### src/rtl/loop_gain_probe_nch.sv
// Loop-gain probe: DDS tone injection plus synchronous I/Q demodulation of NCH
// before/after probe pairs, with the per-channel sums read out as handshaked result beats.
module loop_gain_probe_nch #(
  parameter int NCH     = 2,
  parameter int DATA_W  = 12,
  parameter int PHASE_W = 16,
  parameter int LUT_AW  = 8,
  parameter int WIN_W   = 16,
  parameter int ACC_W   = 44,
  parameter int CH_W    = (NCH > 1) ? $clog2(NCH) : 1
) (
  input  logic                            clk,
  input  logic                            rst,
  input  logic                            start,
  input  logic [PHASE_W-1:0]              tone_step,
  input  logic [WIN_W-1:0]                win_len,
  input  logic                            s_valid,
  input  logic [NCH*DATA_W-1:0]           s_in,
  input  logic [NCH*DATA_W-1:0]           s_out,
  output logic signed [DATA_W-1:0]        inj_out,
  output logic                            busy,
  output logic                            m_valid,
  input  logic                            m_ready,
  output logic [CH_W-1:0]                 m_chan,
  output logic signed [ACC_W-1:0]         m_in_i,
  output logic signed [ACC_W-1:0]         m_in_q,
  output logic signed [ACC_W-1:0]         m_out_i,
  output logic signed [ACC_W-1:0]         m_out_q,
  output logic                            done,
  output logic                            overrun
);

  localparam int  LUT_N = 2 ** LUT_AW;
  localparam int  PW    = 2 * DATA_W;
  localparam real PI    = 3.14159265358979323846;

  function automatic int round_real(input real r);
    return (r >= 0.0) ? $rtoi(r + 0.5) : -$rtoi(0.5 - r);
  endfunction

  // Full-period table evaluated at elaboration; angle folded into [-pi, pi) so the series converges fast.
  function automatic logic [LUT_N*DATA_W-1:0] build_sin_lut();
    logic [LUT_N*DATA_W-1:0] tbl;
    real x, term, sum, amp;
    int  kk, v;
    tbl = '0;
    amp = $itor((2 ** (DATA_W - 1)) - 1);
    for (int k = 0; k < LUT_N; k++) begin
      kk = (k < LUT_N / 2) ? k : k - LUT_N;
      x = 2.0 * PI * $itor(kk) / $itor(LUT_N);
      term = x;
      sum = x;
      for (int n = 1; n < 14; n++) begin
        term = -term * x * x / $itor((2 * n) * (2 * n + 1));
        sum = sum + term;
      end
      v = round_real(amp * sum);
      tbl[k*DATA_W +: DATA_W] = v[DATA_W-1:0];
    end
    return tbl;
  endfunction

  localparam logic [LUT_N*DATA_W-1:0] SIN_LUT = build_sin_lut();

  function automatic logic signed [DATA_W-1:0] lut_at(input logic [LUT_AW-1:0] k);
    return SIN_LUT[32'(k)*DATA_W +: DATA_W];
  endfunction

  function automatic logic signed [PW-1:0] mul_full(input logic signed [DATA_W-1:0] a,
                                                    input logic signed [DATA_W-1:0] b);
    logic signed [PW-1:0] ae, be;
    ae = {{DATA_W{a[DATA_W-1]}}, a};
    be = {{DATA_W{b[DATA_W-1]}}, b};
    return ae * be;
  endfunction

  function automatic logic signed [ACC_W-1:0] sext_prod(input logic signed [PW-1:0] p);
    return {{(ACC_W-PW){p[PW-1]}}, p};
  endfunction

  typedef enum logic [1:0] {IDLE, ACC, DRAIN, DUMP} state_t;
  state_t              state;
  logic [PHASE_W-1:0]  phase, tstep;
  logic [WIN_W-1:0]    cnt, wlen;
  logic                drain_cnt;

  logic [LUT_AW-1:0]        k_sin, k_cos;
  logic signed [DATA_W-1:0] sin_v, cos_v;
  logic                     start_ok, take;

  assign k_sin    = phase[PHASE_W-1 -: LUT_AW];
  assign k_cos    = k_sin + LUT_AW'(LUT_N / 4);
  assign sin_v    = lut_at(k_sin);
  assign cos_v    = lut_at(k_cos);
  assign start_ok = (state == IDLE) && start && (win_len != '0);
  assign take     = (state == ACC) && s_valid;

  always_ff @(posedge clk) begin
    if (rst) begin
      state     <= IDLE;
      phase     <= '0;
      tstep     <= '0;
      cnt       <= '0;
      wlen      <= '0;
      drain_cnt <= 1'b0;
      inj_out   <= '0;
      busy      <= 1'b0;
      m_valid   <= 1'b0;
      m_chan    <= '0;
      done      <= 1'b0;
      overrun   <= 1'b0;
    end else begin
      done <= 1'b0;
      case (state)
        IDLE: begin
          inj_out <= '0;
          if (start_ok) begin
            tstep   <= tone_step;
            wlen    <= win_len;
            cnt     <= '0;
            phase   <= '0;
            overrun <= 1'b0;
            busy    <= 1'b1;
            state   <= ACC;
          end
        end
        ACC: begin
          inj_out <= sin_v;
          if (s_valid) begin
            phase <= phase + tstep;
            cnt   <= cnt + WIN_W'(1);
            if (cnt + WIN_W'(1) == wlen) begin
              drain_cnt <= 1'b0;
              state     <= DRAIN;
            end
          end
        end
        DRAIN: begin
          inj_out <= sin_v;
          if (s_valid) overrun <= 1'b1;
          if (drain_cnt) begin
            m_valid <= 1'b1;
            m_chan  <= '0;
            state   <= DUMP;
          end else begin
            drain_cnt <= 1'b1;
          end
        end
        DUMP: begin
          inj_out <= sin_v;
          if (s_valid) overrun <= 1'b1;
          if (m_ready) begin
            if (m_chan == CH_W'(NCH - 1)) begin
              m_valid <= 1'b0;
              m_chan  <= '0;
              busy    <= 1'b0;
              done    <= 1'b1;
              inj_out <= '0;
              state   <= IDLE;
            end else begin
              m_chan <= m_chan + CH_W'(1);
            end
          end
        end
        default: state <= IDLE;
      endcase
    end
  end

  // Stage p0: full-precision products of the accepted sample against sin/cos of its phase
  logic                    vld_p0;
  logic signed [PW-1:0]    in_i_p0 [NCH];
  logic signed [PW-1:0]    in_q_p0 [NCH];
  logic signed [PW-1:0]    out_i_p0 [NCH];
  logic signed [PW-1:0]    out_q_p0 [NCH];

  always_ff @(posedge clk) begin
    if (rst) vld_p0 <= 1'b0;
    else     vld_p0 <= take;
  end

  always_ff @(posedge clk) begin
    for (int c = 0; c < NCH; c++) begin
      in_i_p0[c]  <= mul_full($signed(s_in[c*DATA_W +: DATA_W]), sin_v);
      in_q_p0[c]  <= mul_full($signed(s_in[c*DATA_W +: DATA_W]), cos_v);
      out_i_p0[c] <= mul_full($signed(s_out[c*DATA_W +: DATA_W]), sin_v);
      out_q_p0[c] <= mul_full($signed(s_out[c*DATA_W +: DATA_W]), cos_v);
    end
  end

  // Stage p1: wrapping accumulators, cleared by reset and by an accepted start
  logic signed [ACC_W-1:0] in_i_p1 [NCH];
  logic signed [ACC_W-1:0] in_q_p1 [NCH];
  logic signed [ACC_W-1:0] out_i_p1 [NCH];
  logic signed [ACC_W-1:0] out_q_p1 [NCH];

  always_ff @(posedge clk) begin
    for (int c = 0; c < NCH; c++) begin
      if (rst || start_ok) begin
        in_i_p1[c]  <= '0;
        in_q_p1[c]  <= '0;
        out_i_p1[c] <= '0;
        out_q_p1[c] <= '0;
      end else if (vld_p0) begin
        in_i_p1[c]  <= in_i_p1[c]  + sext_prod(in_i_p0[c]);
        in_q_p1[c]  <= in_q_p1[c]  + sext_prod(in_q_p0[c]);
        out_i_p1[c] <= out_i_p1[c] + sext_prod(out_i_p0[c]);
        out_q_p1[c] <= out_q_p1[c] + sext_prod(out_q_p0[c]);
      end
    end
  end

  assign m_in_i  = in_i_p1[m_chan];
  assign m_in_q  = in_q_p1[m_chan];
  assign m_out_i = out_i_p1[m_chan];
  assign m_out_q = out_q_p1[m_chan];

endmodule

### config.mk
export PLATFORM = sky130hd
export DESIGN_NAME = loop_gain_probe_nch
export DESIGN_NICKNAME = d
export VERILOG_FILES = /design/src/rtl/loop_gain_probe_nch.sv
export SDC_FILE = /design/constraint.sdc
export NUM_CORES = 2
export LEC_CHECK = 0
export ABC_AREA = 1
export CAP_MARGIN = 10
export CORE_UTILIZATION = 50
export DETAILED_ROUTE_END_ITERATION = 16
export PLACE_DENSITY = 0.77
export SYNTH_ARGS = -nofsm -noshare
export SYNTH_HDL_FRONTEND = slang
export SYNTH_SLANG_ARGS = --single-unit
export TNS_END_PERCENT = 5
### constraint.sdc
create_clock -name clk -period 44 [get_ports clk]
set_clock_uncertainty 0.05 [all_clocks]
set_input_delay 8.8 -clock clk [delete_from_list [all_inputs] [get_ports clk]]
set_output_delay 8.8 -clock clk [all_outputs]
set_load 0.005 [all_outputs]
Word-level counts from Yosys, hierarchy flattened:

Memories as Yosys holds them, arrays and structs flattened. A register that Yosys moved wholly into a read port is not among the register bits.
Index checks and enable logic that the tools add are counted.

* flip-flop bits (word level): 85
* memory bits (writable): 544
* input port bits: 85
* output and inout bits: 193
* word-level logic and storage cells: 141
* memories: 8

* add/sub/neg operators: 12
* $mul: 10
* equal/unequal tests: 11
* shift-type cells: 2
* mux-type cells: 53
* bitwise logic cells: 10
* reductions and logical operators: 22

Memory list
* in_i_p1: depth 2, bits a word 44, read ports 3, clocked after Yosys merged registers in 1, wr ports 2, RTL line 192 `logic signed [ACC_W-1:0] in_i_p1 [NCH];`
* in_q_p1: depth 2, bits a word 44, read ports 3, clocked after Yosys merged registers in 1, wr ports 2, RTL line 193 `logic signed [ACC_W-1:0] in_q_p1 [NCH];`
* out_i_p1: depth 2, bits a word 44, read ports 3, clocked after Yosys merged registers in 1, wr ports 2, RTL line 194 `logic signed [ACC_W-1:0] out_i_p1 [NCH];`
* out_q_p1: depth 2, bits a word 44, read ports 3, clocked after Yosys merged registers in 1, wr ports 2, RTL line 195 `logic signed [ACC_W-1:0] out_q_p1 [NCH];`
* in_i_p0: depth 2, bits a word 24, read ports 2, clocked after Yosys merged registers in 0, wr ports 2, RTL line 172 `logic signed [PW-1:0] in_i_p0 [NCH];`
* in_q_p0: depth 2, bits a word 24, read ports 2, clocked after Yosys merged registers in 0, wr ports 2, RTL line 173 `logic signed [PW-1:0] in_q_p0 [NCH];`
* 2 more memories

Operators with widths (count)
* variable part select 3072 x 13 -> 12 bit (first input constant): 2
* adder 44 x 24 -> 44 bit: 8
* 2-to-1 mux 44 bit: 8
* multiplier 12 x 12 -> 24 bit: 8
* case mux 16 bit (2 select lines): 2
* 2-to-1 mux 16 bit: 3
* case mux 12 bit (3 select lines): 1
* 2-to-1 mux 1 bit: 25
* 2-to-1 mux 12 bit: 2
* multiplier 8 x 2 -> 10 bit (second input constant): 2
* adder 16 x 1 -> 16 bit (second input constant): 1
* adder 16 bit: 1
* equality test 16 bit: 1
* nonzero test 16 bit: 1
* 2-to-1 mux 2 bit: 6
* AND reduction 3 bit: 4
* inequality test 2 bit (second input constant): 5
* case mux 1 bit (2 select lines): 5
* nonzero test 2 bit: 5
* adder 8 x 7 -> 8 bit (second input constant): 1
* OR 1 bit: 8
* case mux 2 bit (4 select lines): 1
* AND reduction 4 bit: 2
* AND reduction 6 bit: 1
* other kinds (11): 17

Logic depth before layout (Yosys ltp):

* depth in word-level cells: 7
* depth in mapped cells: 40
* mapped depth without buffers: 38

Worst setup path before layout:

Ideal clock, no wire load.

* kind: input-to-reg
* start: input win_len[1]
* end: memory in_i_p1[0][0], enable pin
* setup time: 3464 ps
* arrival: 17418 ps
* data required time: 40486 ps
* slack: 23068 ps
* stages: 6
* buffers on the path: 1
* cells stage by stage: nor2_1 > nand4_1 > or2_1 > nand3_2 > clkbuf_1 > nand3_1

RTL lines
* start: declaration: RTL line 16 `input logic [WIN_W-1:0] win_len,`
* end: declaration: RTL line 192

==> out/qor.csv <==
stage;metric;value;unit
run_status;status;finished, final reports clean;
timing;RSZ-0062 raised after global routing;false;
critical_path;worst setup path end;in_i_p0[0][22];
synth;Ys Warns;0;
critical_path;critical path data arrival time;14960;ps
die;FP Rows;155;
routing;remaining routing DRC violations;0;
die;starting density of the core;50.54;%
finish;most frequent cells in the layout;2,279 x inv_1, 1,867 x nand2_1, 1,595 x nor2_1, 1,113 x fa_1, 890 x a21oi_1;
min_path;HP Start;busy;
synth;Distinct cells, synth;63;
placed_design;Post-DP HPWL;220800;microns
finish;share of cells above drive strength 1;3.839;%
synth;FFs w/ async S/R, synth;0;%
timing;setup TNS;0;ps
min_path;min-delay worst type;reg -> reg;
synth;Synth Register Bits;630;
placed_design;dpl cells;14180;
timing;measured slew at the worst slew-check pin;1213;ps
clock_tree;CTS tree;built;
critical_path;crit path launch;s_in[11];
critical_path;r2r endpoint;in_i_p0[0][22];
critical_path;Reg-to-Reg Start;phase[9];
timing;worst hold slack;413.8;ps
routing;final wirelength;277500;microns
routing;via/cell ratio;5.640;
routing;via count;81000;
clock_tree;clk_lat worst skew;740;ps
clock_tree;deepest clock path buffer count;3;
die;num ports;278;
critical_path;endpoint class of the critical path;flip-flop;
finish;commonest non-fill, non-tap cell in the layout;inv_1;
synth;syn avg cell area;7.674;sq um
routing;Initial DRC Count;7250;
synth;post-synthesis sequential area ratio;17.82;%
routing;Routed Antenna Nets;0;
critical_path;Worst R2R Path Depth;30;
clock_tree;Hold-fix buffers, CTS;0;
job;Max-Cap Viols;0;
timing;Rel. slew slack;19.12;%
placed_design;GPL Wtd Cong;1.037;
critical_path;Critical Path Source Type;primary input;
synth;synthesized cell area;90560;sq um
placed_design;IO buf count;277;
timing;final setup violation count;0;
clock_tree;number of buffers created by CTS;82;
timing;Hold Vio Cnt, Final;0;
grt;GRT Overall Usage;30.35;%
grt;largest net degree at the start of global routing;178;
finish;Final Net Count;13900;
critical_path;critical path type;in -> reg;
synth;Synth area leader;fa_1;
grt;first-pass GRT wire length;434900;microns
finish;register area;16140;sq um
clock_tree;Setup Fix Bufs, Post-CTS;0;
die;Die Ht;427.6;microns
synth;number of synthesized flops with an enable pin;352;
finish;area of the multi-input gates;64420;sq um
finish;Fillers;16870;
clock_tree;Root Buffer;clkbuf_16;
timing;Max Clk Rate;0.06962;GHz
routing;Initial DRT Pass Iterations;6;
timing;crit share post-route;32.64;%
timing;min Tclk post-route;14360;ps
placed_design;Setup WS pre-CTS;29000;ps
critical_path;Crit Path Max Fanout;13;
synth;top cells by area, synth;fa_1 25%, edfxtp_1 12%, ha_1 11%, inv_1 9.4%, nand2_1 7.8%;
synth;synthesized net count;13780;
min_path;Hold Crit Depth;2;
routing;WL per Instance;19.32;microns
finish;fin cells;14360;
clock_tree;# H-tree levels;3;
synth;Mapped Cells;11800;
timing;max-slew violations;0;
grt;total congestion overflow;0;
finish;area delta synth->final;8.635;%
clock_tree;Post-CTS Resized;0;
die;Core ar.;179200;sq um
die;Die ar.;182800;sq um
clock_tree;CTS sink cnt;630;
synth;top cell type's share of synthesized area;24.60;%
clock_tree;clock transition at the registers of the reported paths;60;ps
critical_path;Worst Path Required;44600;ps
critical_path;reg-to-reg setup timing slack;35080;ps
die;Die W;427.6;microns
synth;Top FF cell, synth;edfxtp_1;
timing;setup ws final;29640;ps
grt;vias in the first global route;81050;
grt;initial antenna violation count;36;
## synth_stat cells (172+ instances only)
cell      instances
inv_1          2279
clkbuf_1        173
a21oi_1         890
nor2_1         1596
fa_1           1113
o21ai_0         680
ha_1            784
dfxtp_1         278
edfxtp_1        352
nand2_1        1870
mux2_2          172
nand3_1         415
## metal layers
metal | vias up | routed length (microns) | track usage [%]
met5 | - | 55 | 0
met4 | 10 | 15470 | 15.72
met3 | 878 | 22470 | 5.496
met2 | 3491 | 132100 | 50.92
met1 | 38710 | 107400 | 37.26
li1 | 37910 | - | -
## kinds of logic (layout without fill, tap and decap cells)
family / count (synthesis) / count (layout) / share of synthesized area [%]
AO/OA/AOI/OAI: 2071 / 2071 / 12.58
multiplexers: 172 / 172 / 2.139
buffers and inverters: 2629 / 2811 / 11.10
adder cells (fa/ha/maj): 1897 / 1897 / 35.43
XOR/XNOR: 243 / 243 / 2.397
AND/OR/NAND/NOR: 4159 / 4159 / 18.53
other: 0 / 25 / 0
flip-flops: 630 / 630 / 17.82
## layout make-up
class                      instances  share of cell area (%)
antenna                           25                 0.06359
clock inverter                    48                  0.4629
inverter                        2325                   8.876
clock buffer                     106                   2.453
multi-input combinational       8542                   65.48
sequential                       630                   16.41
tap                             2355                   2.995
timing repair buffer             332                   3.263
## flip-flops by register name, summed over array words and instances (netlist names), 2 cells and up, named ones only
register and cells:
in_i_p1 88, in_q_p1 88, out_i_p1 88, out_q_p1 88
in_i_p0 48, in_q_p0 48, out_i_p0 48, out_q_p0 48
cnt 16, phase 16, tstep 16, wlen 16
inj_out 12, state 2
## critical path: stages
cell,delay (ps)
clkdlybuf4s50_1,820
inv_1,390
nor2_1,400
inv_1,120
fa_1,540
inv_1,50
ha_1,360
inv_1,200
fa_1,550
inv_1,60
fa_1,520
inv_1,50
fa_1,470
inv_1,40
ha_1,370
nand2_1,80
nor3_1,260
nor3b_1,450
nand4_1,170
nand3_1,130
xor2_1,140
## worst min-delay path by stage
| stage | end | slack [ps] |
|---|---|---|
| final | busy | 410 |
| after global routing | wlen[5] | 440 |
| after CTS | busy | 410 |
| after detailed placement | busy | 400 |
| after global placement | busy | 400 |
| after floorplan | drain_cnt | 390 |
## metrics by stage
step           utilization [%]  area, sq um
6_report                 54.90        98380
5_1_grt                  54.90        98370
2_1_floorplan                -        90560
3_5_place_dp             53.27        95450
4_1_cts                  54.87        98320
3_3_place_gp             53.27        95450
Power is left out: the tool's default activity adds up to more than one toggle a clock period on the data nets, which glitch-free logic cannot reach.
